[config.mk]
export PLATFORM = sky130hd
export DESIGN_NAME = vref_sweep_ctrl
export DESIGN_NICKNAME = d
export VERILOG_FILES = /design/src/rtl/vref_sweep_ctrl.sv
export SDC_FILE = /design/constraint.sdc
export NUM_CORES = 1
export LEC_CHECK = 0
export CELL_PAD_IN_SITES_DETAIL_PLACEMENT = 1
export CELL_PAD_IN_SITES_GLOBAL_PLACEMENT = 2
export CORE_ASPECT_RATIO = 0.6
export CORE_MARGIN = 10
export CORE_UTILIZATION = 29
export CTS_CLUSTER_DIAMETER = 50
export DETAILED_ROUTE_END_ITERATION = 16
export PLACE_DENSITY_LB_ADDON = 0.1
export SETUP_SLACK_MARGIN = 0.2
export SKIP_LAST_GASP = 1
export SLEW_MARGIN = 5
export SYNTH_ARGS = -nofsm -noshare
export SYNTH_HDL_FRONTEND = slang
export SYNTH_SLANG_ARGS = --single-unit
[constraint.sdc]
create_clock -name clk -period 4.15 [get_ports clk]
set_input_delay 0.6225 -clock clk [delete_from_list [all_inputs] [get_ports clk]]
set_output_delay 0.6225 -clock clk [all_outputs]
set_load 0.005 [all_outputs]
[src/rtl/vref_sweep_ctrl.sv]
// Receiver Vref calibration sweep: steps the Vref code, runs a point test per code and parks the
// code at the centre of the longest all-lanes-pass window. Optional VREF_SWEEP_BITMAP_EN adds o_pass_map.
module vref_sweep_ctrl #(
  parameter int unsigned CODE_W        = 4,
  parameter int unsigned LANES         = 16,
  parameter int unsigned MIN_CODE      = 0,
  parameter int unsigned MAX_CODE      = 15,
  parameter int unsigned SETTLE_CYCLES = 8,
  parameter int unsigned DEFAULT_CODE  = 8
) (
  input  logic                 clk,
  input  logic                 rst_n,
  input  logic                 i_en,
  input  logic                 i_pt_done,
  input  logic [LANES-1:0]     i_lanes_result,
  input  logic [LANES-1:0]     i_lane_mask,
  output logic [CODE_W-1:0]    o_vref_code,
  output logic                 o_pt_en,
  output logic                 o_done,
  output logic                 o_pass,
`ifdef VREF_SWEEP_BITMAP_EN
  output logic [CODE_W-1:0]    o_best_code,
  output logic [2**CODE_W-1:0] o_pass_map
`else
  output logic [CODE_W-1:0]    o_best_code
`endif
);

  localparam int unsigned CntW   = CODE_W + 1;
  localparam int unsigned SetW   = (SETTLE_CYCLES > 1) ? $clog2(SETTLE_CYCLES) : 1;
  localparam int unsigned MapW   = 2 ** CODE_W;

  localparam logic [CODE_W-1:0] MinCode     = CODE_W'(MIN_CODE);
  localparam logic [CODE_W-1:0] MaxCode     = CODE_W'(MAX_CODE);
  localparam logic [CODE_W-1:0] DefaultCode = CODE_W'(DEFAULT_CODE);
  localparam logic [SetW-1:0]   SettleLast  = SetW'(SETTLE_CYCLES - 1);

  localparam logic [2:0] StIdle   = 3'd0;
  localparam logic [2:0] StSettle = 3'd1;
  localparam logic [2:0] StRunPt  = 3'd2;
  localparam logic [2:0] StEval   = 3'd3;
  localparam logic [2:0] StDone   = 3'd4;

  logic [2:0]        state_q, state_d;
  logic [CODE_W-1:0] code_q, code_d;
  logic [SetW-1:0]   settle_cnt_q, settle_cnt_d;
  logic              pt_pass_q, pt_pass_d;
  logic [CntW-1:0]   cur_start_q, cur_start_d;
  logic [CntW-1:0]   cur_len_q, cur_len_d;
  logic [CntW-1:0]   best_start_q, best_start_d;
  logic [CntW-1:0]   best_len_q, best_len_d;
  logic [CODE_W-1:0] vref_code_q, vref_code_d;
  logic              pt_en_q, pt_en_d;
  logic              done_q, done_d;
  logic              pass_q, pass_d;
  logic [CODE_W-1:0] best_code_q, best_code_d;
  logic [MapW-1:0]   pass_map_q, pass_map_d;

  logic              lane_ok;
  logic [CntW-1:0]   win_cur_start, win_cur_len, win_best_start, win_best_len;
  logic [CntW-1:0]   win_centre;
  logic [CODE_W-1:0] code_inc;

  // Masked-out lanes count as passing; an empty mask can never pass.
  assign lane_ok  = (&(i_lanes_result | ~i_lane_mask)) && (|i_lane_mask);
  assign code_inc = code_q + CODE_W'(1);

  // Window update for the code being evaluated, shared by EVAL commit and DONE centre.
  always_comb begin
    win_cur_start  = cur_start_q;
    win_cur_len    = cur_len_q;
    win_best_start = best_start_q;
    win_best_len   = best_len_q;
    if (pt_pass_q) begin
      if (cur_len_q == '0) begin
        win_cur_start = {1'b0, code_q};
      end
      win_cur_len = cur_len_q + CntW'(1);
      // Strict compare keeps the earlier window on ties.
      if (win_cur_len > best_len_q) begin
        win_best_start = win_cur_start;
        win_best_len   = win_cur_len;
      end
    end else begin
      win_cur_len = '0;
    end
    win_centre = win_best_start + ((win_best_len - CntW'(1)) >> 1);
  end

  always_comb begin
    state_d      = state_q;
    code_d       = code_q;
    settle_cnt_d = settle_cnt_q;
    pt_pass_d    = pt_pass_q;
    cur_start_d  = cur_start_q;
    cur_len_d    = cur_len_q;
    best_start_d = best_start_q;
    best_len_d   = best_len_q;
    vref_code_d  = vref_code_q;
    pt_en_d      = pt_en_q;
    done_d       = done_q;
    pass_d       = pass_q;
    best_code_d  = best_code_q;
    pass_map_d   = pass_map_q;

    case (state_q)
      StIdle: begin
        if (i_en) begin
          state_d      = StSettle;
          code_d       = MinCode;
          vref_code_d  = MinCode;
          settle_cnt_d = '0;
          pt_pass_d    = 1'b0;
          cur_start_d  = '0;
          cur_len_d    = '0;
          best_start_d = '0;
          best_len_d   = '0;
          pass_d       = 1'b0;
          best_code_d  = DefaultCode;
          pass_map_d   = '0;
        end
      end
      StSettle: begin
        if (settle_cnt_q == SettleLast) begin
          state_d = StRunPt;
          pt_en_d = 1'b1;
        end else begin
          settle_cnt_d = settle_cnt_q + SetW'(1);
        end
      end
      StRunPt: begin
        if (i_pt_done) begin
          pt_pass_d = lane_ok;
          pt_en_d   = 1'b0;
          state_d   = StEval;
        end
      end
      StEval: begin
        cur_start_d  = win_cur_start;
        cur_len_d    = win_cur_len;
        best_start_d = win_best_start;
        best_len_d   = win_best_len;
        if (pt_pass_q) begin
          pass_map_d[code_q] = 1'b1;
        end
        // Terminal check precedes the increment so MAX_CODE = 2^CODE_W-1 never wraps.
        if (code_q == MaxCode) begin
          state_d = StDone;
          done_d  = 1'b1;
          if (win_best_len != '0) begin
            pass_d      = 1'b1;
            best_code_d = win_centre[CODE_W-1:0];
            vref_code_d = win_centre[CODE_W-1:0];
          end else begin
            pass_d      = 1'b0;
            best_code_d = DefaultCode;
            vref_code_d = DefaultCode;
          end
        end else begin
          code_d       = code_inc;
          vref_code_d  = code_inc;
          settle_cnt_d = '0;
          state_d      = StSettle;
        end
      end
      StDone: begin
        state_d = StDone;
      end
      default: begin
        state_d = StIdle;
      end
    endcase

    if (!i_en) begin
      state_d     = StIdle;
      pt_en_d     = 1'b0;
      done_d      = 1'b0;
      pass_d      = 1'b0;
      vref_code_d = DefaultCode;
      best_code_d = DefaultCode;
      pass_map_d  = '0;
    end
  end

  always_ff @(posedge clk or negedge rst_n) begin
    if (!rst_n) begin
      state_q      <= StIdle;
      code_q       <= MinCode;
      settle_cnt_q <= '0;
      pt_pass_q    <= 1'b0;
      cur_start_q  <= '0;
      cur_len_q    <= '0;
      best_start_q <= '0;
      best_len_q   <= '0;
      vref_code_q  <= DefaultCode;
      pt_en_q      <= 1'b0;
      done_q       <= 1'b0;
      pass_q       <= 1'b0;
      best_code_q  <= DefaultCode;
      pass_map_q   <= '0;
    end else begin
      state_q      <= state_d;
      code_q       <= code_d;
      settle_cnt_q <= settle_cnt_d;
      pt_pass_q    <= pt_pass_d;
      cur_start_q  <= cur_start_d;
      cur_len_q    <= cur_len_d;
      best_start_q <= best_start_d;
      best_len_q   <= best_len_d;
      vref_code_q  <= vref_code_d;
      pt_en_q      <= pt_en_d;
      done_q       <= done_d;
      pass_q       <= pass_d;
      best_code_q  <= best_code_d;
      pass_map_q   <= pass_map_d;
    end
  end

  assign o_vref_code = vref_code_q;
  assign o_pt_en     = pt_en_q;
  assign o_done      = done_q;
  assign o_pass      = pass_q;
  assign o_best_code = best_code_q;

`ifdef VREF_SWEEP_BITMAP_EN
  assign o_pass_map = pass_map_q;
`else
  // Without the bitmap output the map register has no reader.
  logic unused_map;
  assign unused_map = ^pass_map_q;
`endif

endmodule
* Word level (Yosys, flattened, before mapping)
Index checks and enable logic that the tools add are counted.
W data, S select, Z words.
** Operators by class
- Equality and inequality tests :: 18
- Add/subtract/negate cells :: 5
- Bitwise operators :: 2
- $mul :: 0
- Mux-type cells :: 45
- Divide/modulo/power cells :: 0
- Magnitude comparators :: 1
- Shift-type cells :: 0
- Reductions and logical operators :: 18
** Operators by type and width (number)
- $mux W5 :: 8
- $pmux W5 S2 :: 4
- $mux W4 :: 7
- $pmux W4 S2 :: 3
- $mux W3 :: 7
- $not A16 Y16 :: 1
- $or A16 B16 Y16 :: 1
- $reduce_and A16 Y1 :: 1
- $reduce_or A16 Y1 :: 1
- $pmux W3 S5 :: 1
- $reduce_and A3 Y1 :: 4
- $mux W1 :: 11
- $ne A2 B2 Y1 const B :: 5
- $ne A3 B3 Y1 const B :: 3
- $pmux W3 S3 :: 1
- $reduce_and A2 Y1 :: 4
- $eq A3 B2 Y1 const B :: 2
- $eq A3 B3 Y1 const B :: 2
- $ne A3 B1 Y1 const B :: 2
- $pmux W1 S2 :: 3
- $add A5 B1 Y5 const B :: 1
- $gt A5 B5 Y1 :: 1
- $logic_not A5 Y1 :: 1
- $reduce_bool A5 Y1 :: 1
- other kinds (12) :: 14
** Storage, ports and cells
- Latch bits :: 0
- Memory bits (read-only) :: 0
- Output and inout port bits :: 11
- Input bits :: 36
- Flip-flop bits (word level) :: 42
- Memory bits (writable) :: 0
- Word-level logic and storage cells :: 102
- Memories kept :: 0

* Depth between registers and ports, before layout
- Word-level depth :: 10
- Mapped depth :: 21
- Gate-level depth less buffers :: 20

* Worst setup path before layout
Ideal clock, no wire load.
- Path kind :: register to register
- Start point :: reg cur_len_q[0]
- End point :: reg best_code_q[3], in the netlist o_best_code[3]
- Path buffers :: 1
- Stages on the path, launching flop included :: 22
- Data arrival time :: 4.304 ns
- Clock period less this slack :: 4.379 ns
- Setup time :: 0.075 ns
- Data required time :: 4.075 ns
- Slack :: -0.229 ns
- Cells stage by stage :: dfrtp_1 > ha_1 > and2_1 > nand2_1 > xnor2_1 > ha_1 > and3_1 > a211oi_2 > a21oi_1 > buf_2 > nand2_1 > o21ai_0 > ha_1 > xnor2_1 > ha_1 > a21o_1 > a21oi_1 > xnor2_1 > nand2b_1 > mux2i_1 > o311ai_1 > a2bb2oi_1
** On the way
- Cells in the longest elaborated chain, start to end :: 10
- Elaborated cells on any way between the ends :: 15
- Classes of those cells :: add/sub: 3; order compare: 1; mux: 9; reduce/logical: 2
** RTL lines
- start, declared :: line 49 : logic [CntW-1:0] cur_len_q, cur_len_d;
- start signal, assigned :: line 207 : cur_len_q <= cur_len_d;
- $add A5 B1 Y5 :: line 78 : win_cur_len = cur_len_q + CntW'(1);
- $gt A5 B5 Y1 :: line 80 : if (win_cur_len > best_len_q) begin
- $mux W5 :: line 80
- $mux W5 :: line 74 : if (pt_pass_q) begin
- $sub A5 B1 Y5 :: line 87 : win_centre = win_best_start + ((win_best_len - CntW'(1)) >> 1);
- $add A4 B4 Y4 :: line 87
- $mux W4 (*) :: line 150 : if (win_best_len != '0) begin
- $mux W4 (*) :: line 147 : if (code_q == MaxCode) begin
- $pmux W4 S2 (*) :: line 106 : case (state_q)
- $mux W4 (*) :: line 174 : if (!i_en) begin
- end signal, assigned :: line 199 : best_code_q <= DefaultCode;
- end signal, assigned :: line 214 : best_code_q <= best_code_d;
- end, declared :: line 56 : logic [CODE_W-1:0] best_code_q, best_code_d;
Every way passes the cells marked *; elsewhere a longest branch is shown, timed or not. The select of a mux whose other input is x is not followed.
A chain may end at the register's enable or synchronous reset.

* Worst setup path in the final report
- Start point :: reg cur_len_q[0]
- End point :: reg vref_code_q[3], in the netlist o_vref_code[3]
** On the way
- Cells in the longest elaborated chain, start to end :: 10
- Elaborated cells on any way between the ends :: 15
- Classes of those cells :: add/sub: 3; order compare: 1; mux: 9; reduce/logical: 2
** RTL lines
- $add A5 B1 Y5 :: line 78
- $gt A5 B5 Y1 :: line 80
- $mux W5 :: line 80
- $mux W5 :: line 74
- $sub A5 B1 Y5 :: line 87
- $add A4 B4 Y4 :: line 87
- $mux W4 (*) :: line 150
- $mux W4 (*) :: line 147
- $pmux W4 S2 (*) :: line 106
- $mux W4 (*) :: line 174
- end signal, assigned :: line 195 : vref_code_q <= DefaultCode;
- end signal, assigned :: line 210 : vref_code_q <= vref_code_d;
- end, declared :: line 52 : logic [CODE_W-1:0] vref_code_q, vref_code_d;
Every way passes the cells marked *; elsewhere a longest branch is shown, timed or not.

==> impl_results.md <==
* Status: finished, final reports clean
* Critical path's largest stage delay at between 0.4 and 0.5 ns
* Net count after synthesis at roughly 340
* Worst skew pair latency at 0.28 ns
* Antenna viol nets, final at 0
* Mapped cell area at approximately 2500 µm²
* Flop-to-flop setup slack at around 0.21 ns
* WL final at roughly 8.6 mm
* Top_reg_cell synth: dfrtp_1
* Horiz. Die Dim at ~140 µm
* Syn avg cell area at between 8 and 9 µm²
* Crit Reg-Reg Startpoint: cur_len_q[0]$_DFFE_PN0P_
* Area of the core at roughly 8500 µm²
* Avg Vias per Cell at approximately 5.0
* Tot Pwr at 877 µW
* First-pass GRT wire length at 14.4 mm
* Root Buffer: clkbuf_16
* CTS tree: done
* Slowest-stage cell, CP: dfrtp_2
* Period utilization at 95.0%
* Setup CP Type: register to register
* CP cell instances: ha_4 -> and2_4 -> nand2_4 -> xnor2_4 -> ha_4 -> and3_4 -> a211oi_4 -> a21oi_4 -> buf_6 -> o21ai_4 -> ha_4 -> xnor2_4 -> ha_4 -> a21o_1 -> a21oi_4 -> xnor2_2 -> nand2b_4 -> mux2i_2 -> o311ai_1 -> a2bb2oi_1
* Clock transition at path regs at roughly 0.060 ns
* Initial core utilization at 29.9%
* Cells after synthesis at about 290
* # DRC at 0
* Placed cell count at approximately 440
* Max cap viols at 0
* Setup violators final at 0
* Post-Layout Cell Count at approximately 460
* Hold depth at 2
* CP arrival at a little over 4 ns
* Iter 0 DRT Violations at 85
* Clock Path Buffers at 2
* Reg2Reg Depth at 20
* Final hold violations at 0
* Ys async rst share at between 90% and 100%
* Std cell rows at 26
* R2R Path End: o_vref_code[3]$_DFFE_PN1P_
* TritonCTS Sinks at 40
* Startpoint types: register
* Port-buffer cells at 46
* CTS buffer count at 5
* Worst vdd ir at ~0.13 mV
* Tot GR Track Use at roughly 14%
* Simple-Gate Fraction of Synth Area at 16.1%
* Worst hold path startpoint: o_best_code[3]$_DFFE_PN1P_
* Pins Over Slew Limit at 0
* LEAKAGE at approximately 1.6 nW
* Share of cells above drive strength 1 at between 10% and 20%
* Most frequent cells in the layout: clkdlybuf4s50_1 (45), dfrtp_1 (36), nand2_1 (32), inv_1 (30), o21ai_0 (23)
* Hpwl dp at between 6 and 7 mm
* Xor-xnor portion of the synthesized cell area at 3.79%
* Post-route minimum period at 3.94 ns
* Post-synthesis compound-gate area fraction at between 20% and 30%
* CP Max Fanout at 6
* Worst slew margin at around 37%
* Synthesis-stage register bit count at 40
* Pre-antenna DRT Iters at 4
* Initial antenna violation count at 0
* Yosys warning count at 0
* Fmax at between 200 and 300 MHz
* Worst EP required at approximately 4.4 ns
* Final hold slack at 0.471 ns
* Pwr/cell area at about 240 nW/µm²
* Mux cell area share after synthesis at 4.13%
* # fillers at around 990
* Hold Path Class: register to register
* Gpl congestion at between 0.7 and 0.8
* Largest family of logic cells by synthesized area: compound AO/OA/AOI/OAI gates
* Die Ht at around 90 µm
* Hold Path End: o_best_code[3]$_DFFE_PN1P_
* Cts hold-fix bufs at 0
* DR WL/cell at ~19 µm
* DP Area at 3210 µm²
* Unrepaired setup endpoints after global routing: yes
* Worst Skew at approximately 0.0033 ns
* Vias at ~2300
* Net count, final at approximately 400
* Post-synth cell types at 46
* Yosys top cell by area: dfrtp_1
* GRT overflow at 0
* Fin area at around 3600 µm²
* Commonest non-fill, non-tap cell in the layout: clkdlybuf4s50_1
* H-tree depth at 2
* Largest net degree at the start of global routing at between 40 and 50
* Die ar. at around 13000 µm²
* Io pins at 47
* Antenna cells at 0
* Register area share after synthesis at 39.4%
* CP delay by family, top: compound AO/OA/AOI/OAI gates
* Synth Area in Adders at around 7.7%
* Post-synth top area share at 37.4%
* Post-synth EDFFs at 0
* Leading post-synthesis cells by cell area: dfrtp_1 (37%), ha_1 (6.9%), o21ai_0 (4.9%)
* Layout area overhead at 43.0%
* Vias in the first global route at 2523
* CP dominant cell by count: ha_4
* Worst-Margin Slew at roughly 0.94 ns
* Endpoint class of the critical path: register
* Worst Path Buf+Inv at 1
-- metrics by stage --
stage	TNS (ns)	setup WS, ns	util (%)
5_1_grt	0	0.0361	42.7
4_1_cts	0	0.205	42.0
6_report	0	0.206	42.7
2_1_floorplan	0	0.213	-
3_5_place_dp	-0.0173	-0.0122	37.7
3_3_place_gp	0	0.0760	37.7
-- what timing repair did --
item,in CTS,in global routing
endpoints found under the setup margin,2,2
pin swaps,18,12
gates resized for setup,23,8
setup buffers,10,1
-- worst max path at each step --
| stage | slack (ns) | cells past startpoint | from | endpoint |
|---|---|---|---|---|
| 2_1_floorplan | 0.21 | 21 | cur_len_q[1]$_DFFE_PN0P_ | o_vref_code[3]$_DFFE_PN1P_ |
| 3_3_place_gp | 0.08 | 20 | cur_len_q[1]$_DFFE_PN0P_ | o_best_code[3]$_DFFE_PN1P_ |
| 3_5_place_dp | -0.01 | 20 | cur_len_q[0]$_DFFE_PN0P_ | o_best_code[3]$_DFFE_PN1P_ |
| 4_1_cts | 0.20 | 20 | cur_len_q[0]$_DFFE_PN0P_ | o_vref_code[3]$_DFFE_PN1P_ |
| 5_1_grt | 0.04 | 20 | cur_len_q[0]$_DFFE_PN0P_ | o_vref_code[3]$_DFFE_PN1P_ |
| 6_report | 0.21 | 20 | cur_len_q[0]$_DFFE_PN0P_ | o_vref_code[3]$_DFFE_PN1P_ |
-- synth_stat cells, types with 3 or more instances --
library cell  count
a21o_1            4
a22o_1           11
a21oi_1          17
nand2_1          33
nor2_1           18
dfrtp_1          38
o21bai_1          3
nor3_1            3
xnor2_1           5
nand3_1           9
o21ai_0          25
a22o_2            3
nor4_1            5
and2_1            3
and3_1            3
mux2i_1           6
inv_1            30
clkbuf_1          5
ha_1             14
o22ai_1           7
nor2b_1           4
xor2_1            6
-- where the power goes --
| group | total [mW] | switching, mW | internal [mW] |
|---|---|---|---|
| Sequential | 0.402 | 0.00504 | 0.397 |
| Clock | 0.392 | 0.152 | 0.240 |
| Combinational | 0.0829 | 0.0390 | 0.0439 |
| Total | 0.877 | 0.196 | 0.681 |
-- cell families (layout without fill, tap and decap cells) --
| family | after synthesis | count (layout) |
|---|---|---|
| fa+ha+maj | 15 | 15 |
| simple gates | 85 | 85 |
| buf+inv | 38 | 104 |
| mux | 9 | 9 |
| compound gates | 87 | 87 |
| xor+xnor | 11 | 11 |
| flops | 40 | 40 |
-- per-layer routing --
metal	wire [µm]	global-route usage, %
met1	4740	20.3
met3	461	3.93
met4	36	2.31
met5	0	0
met2	3340	19.1
-- flip-flops by register name, indices dropped and copies added, names as in the netlist --
name,count
best_len_q,5
best_start_q,4
code_q,4
cur_len_q,5
cur_start_q,4
o_best_code,4
o_done,1
o_pass,1
o_pt_en,1
o_vref_code,4
pt_pass_q,1
settle_cnt_q,3
state_q,3
-- layout make-up --
cell class                      count  area (µm²)  area share, %
Multi-Input combinational cell    207        1620           44.4
Sequential cell                    40        1010           27.6
Timing Repair Buffer               66         617           16.9
Clock buffer                        8         146           4.02
Tap cell                          112         140           3.85
Inverter                           30         113           3.09
-- worst reg2reg max path, stage by stage (launching register included) --
cell and delay (ns):
dfrtp_2 0.43, ha_4 0.17, and2_4 0.16, nand2_4 0.09, xnor2_4 0.13, ha_4 0.24, and3_4 0.18, a211oi_4 0.23
a21oi_4 0.11, buf_6 0.15, o21ai_4 0.21, ha_4 0.20, xnor2_4 0.14, ha_4 0.22, a21o_1 0.20, a21oi_4 0.17
xnor2_2 0.16, nand2b_4 0.16, mux2i_2 0.07, o311ai_1 0.27, a2bb2oi_1 0.18
(Power assumes the default switching activity.)
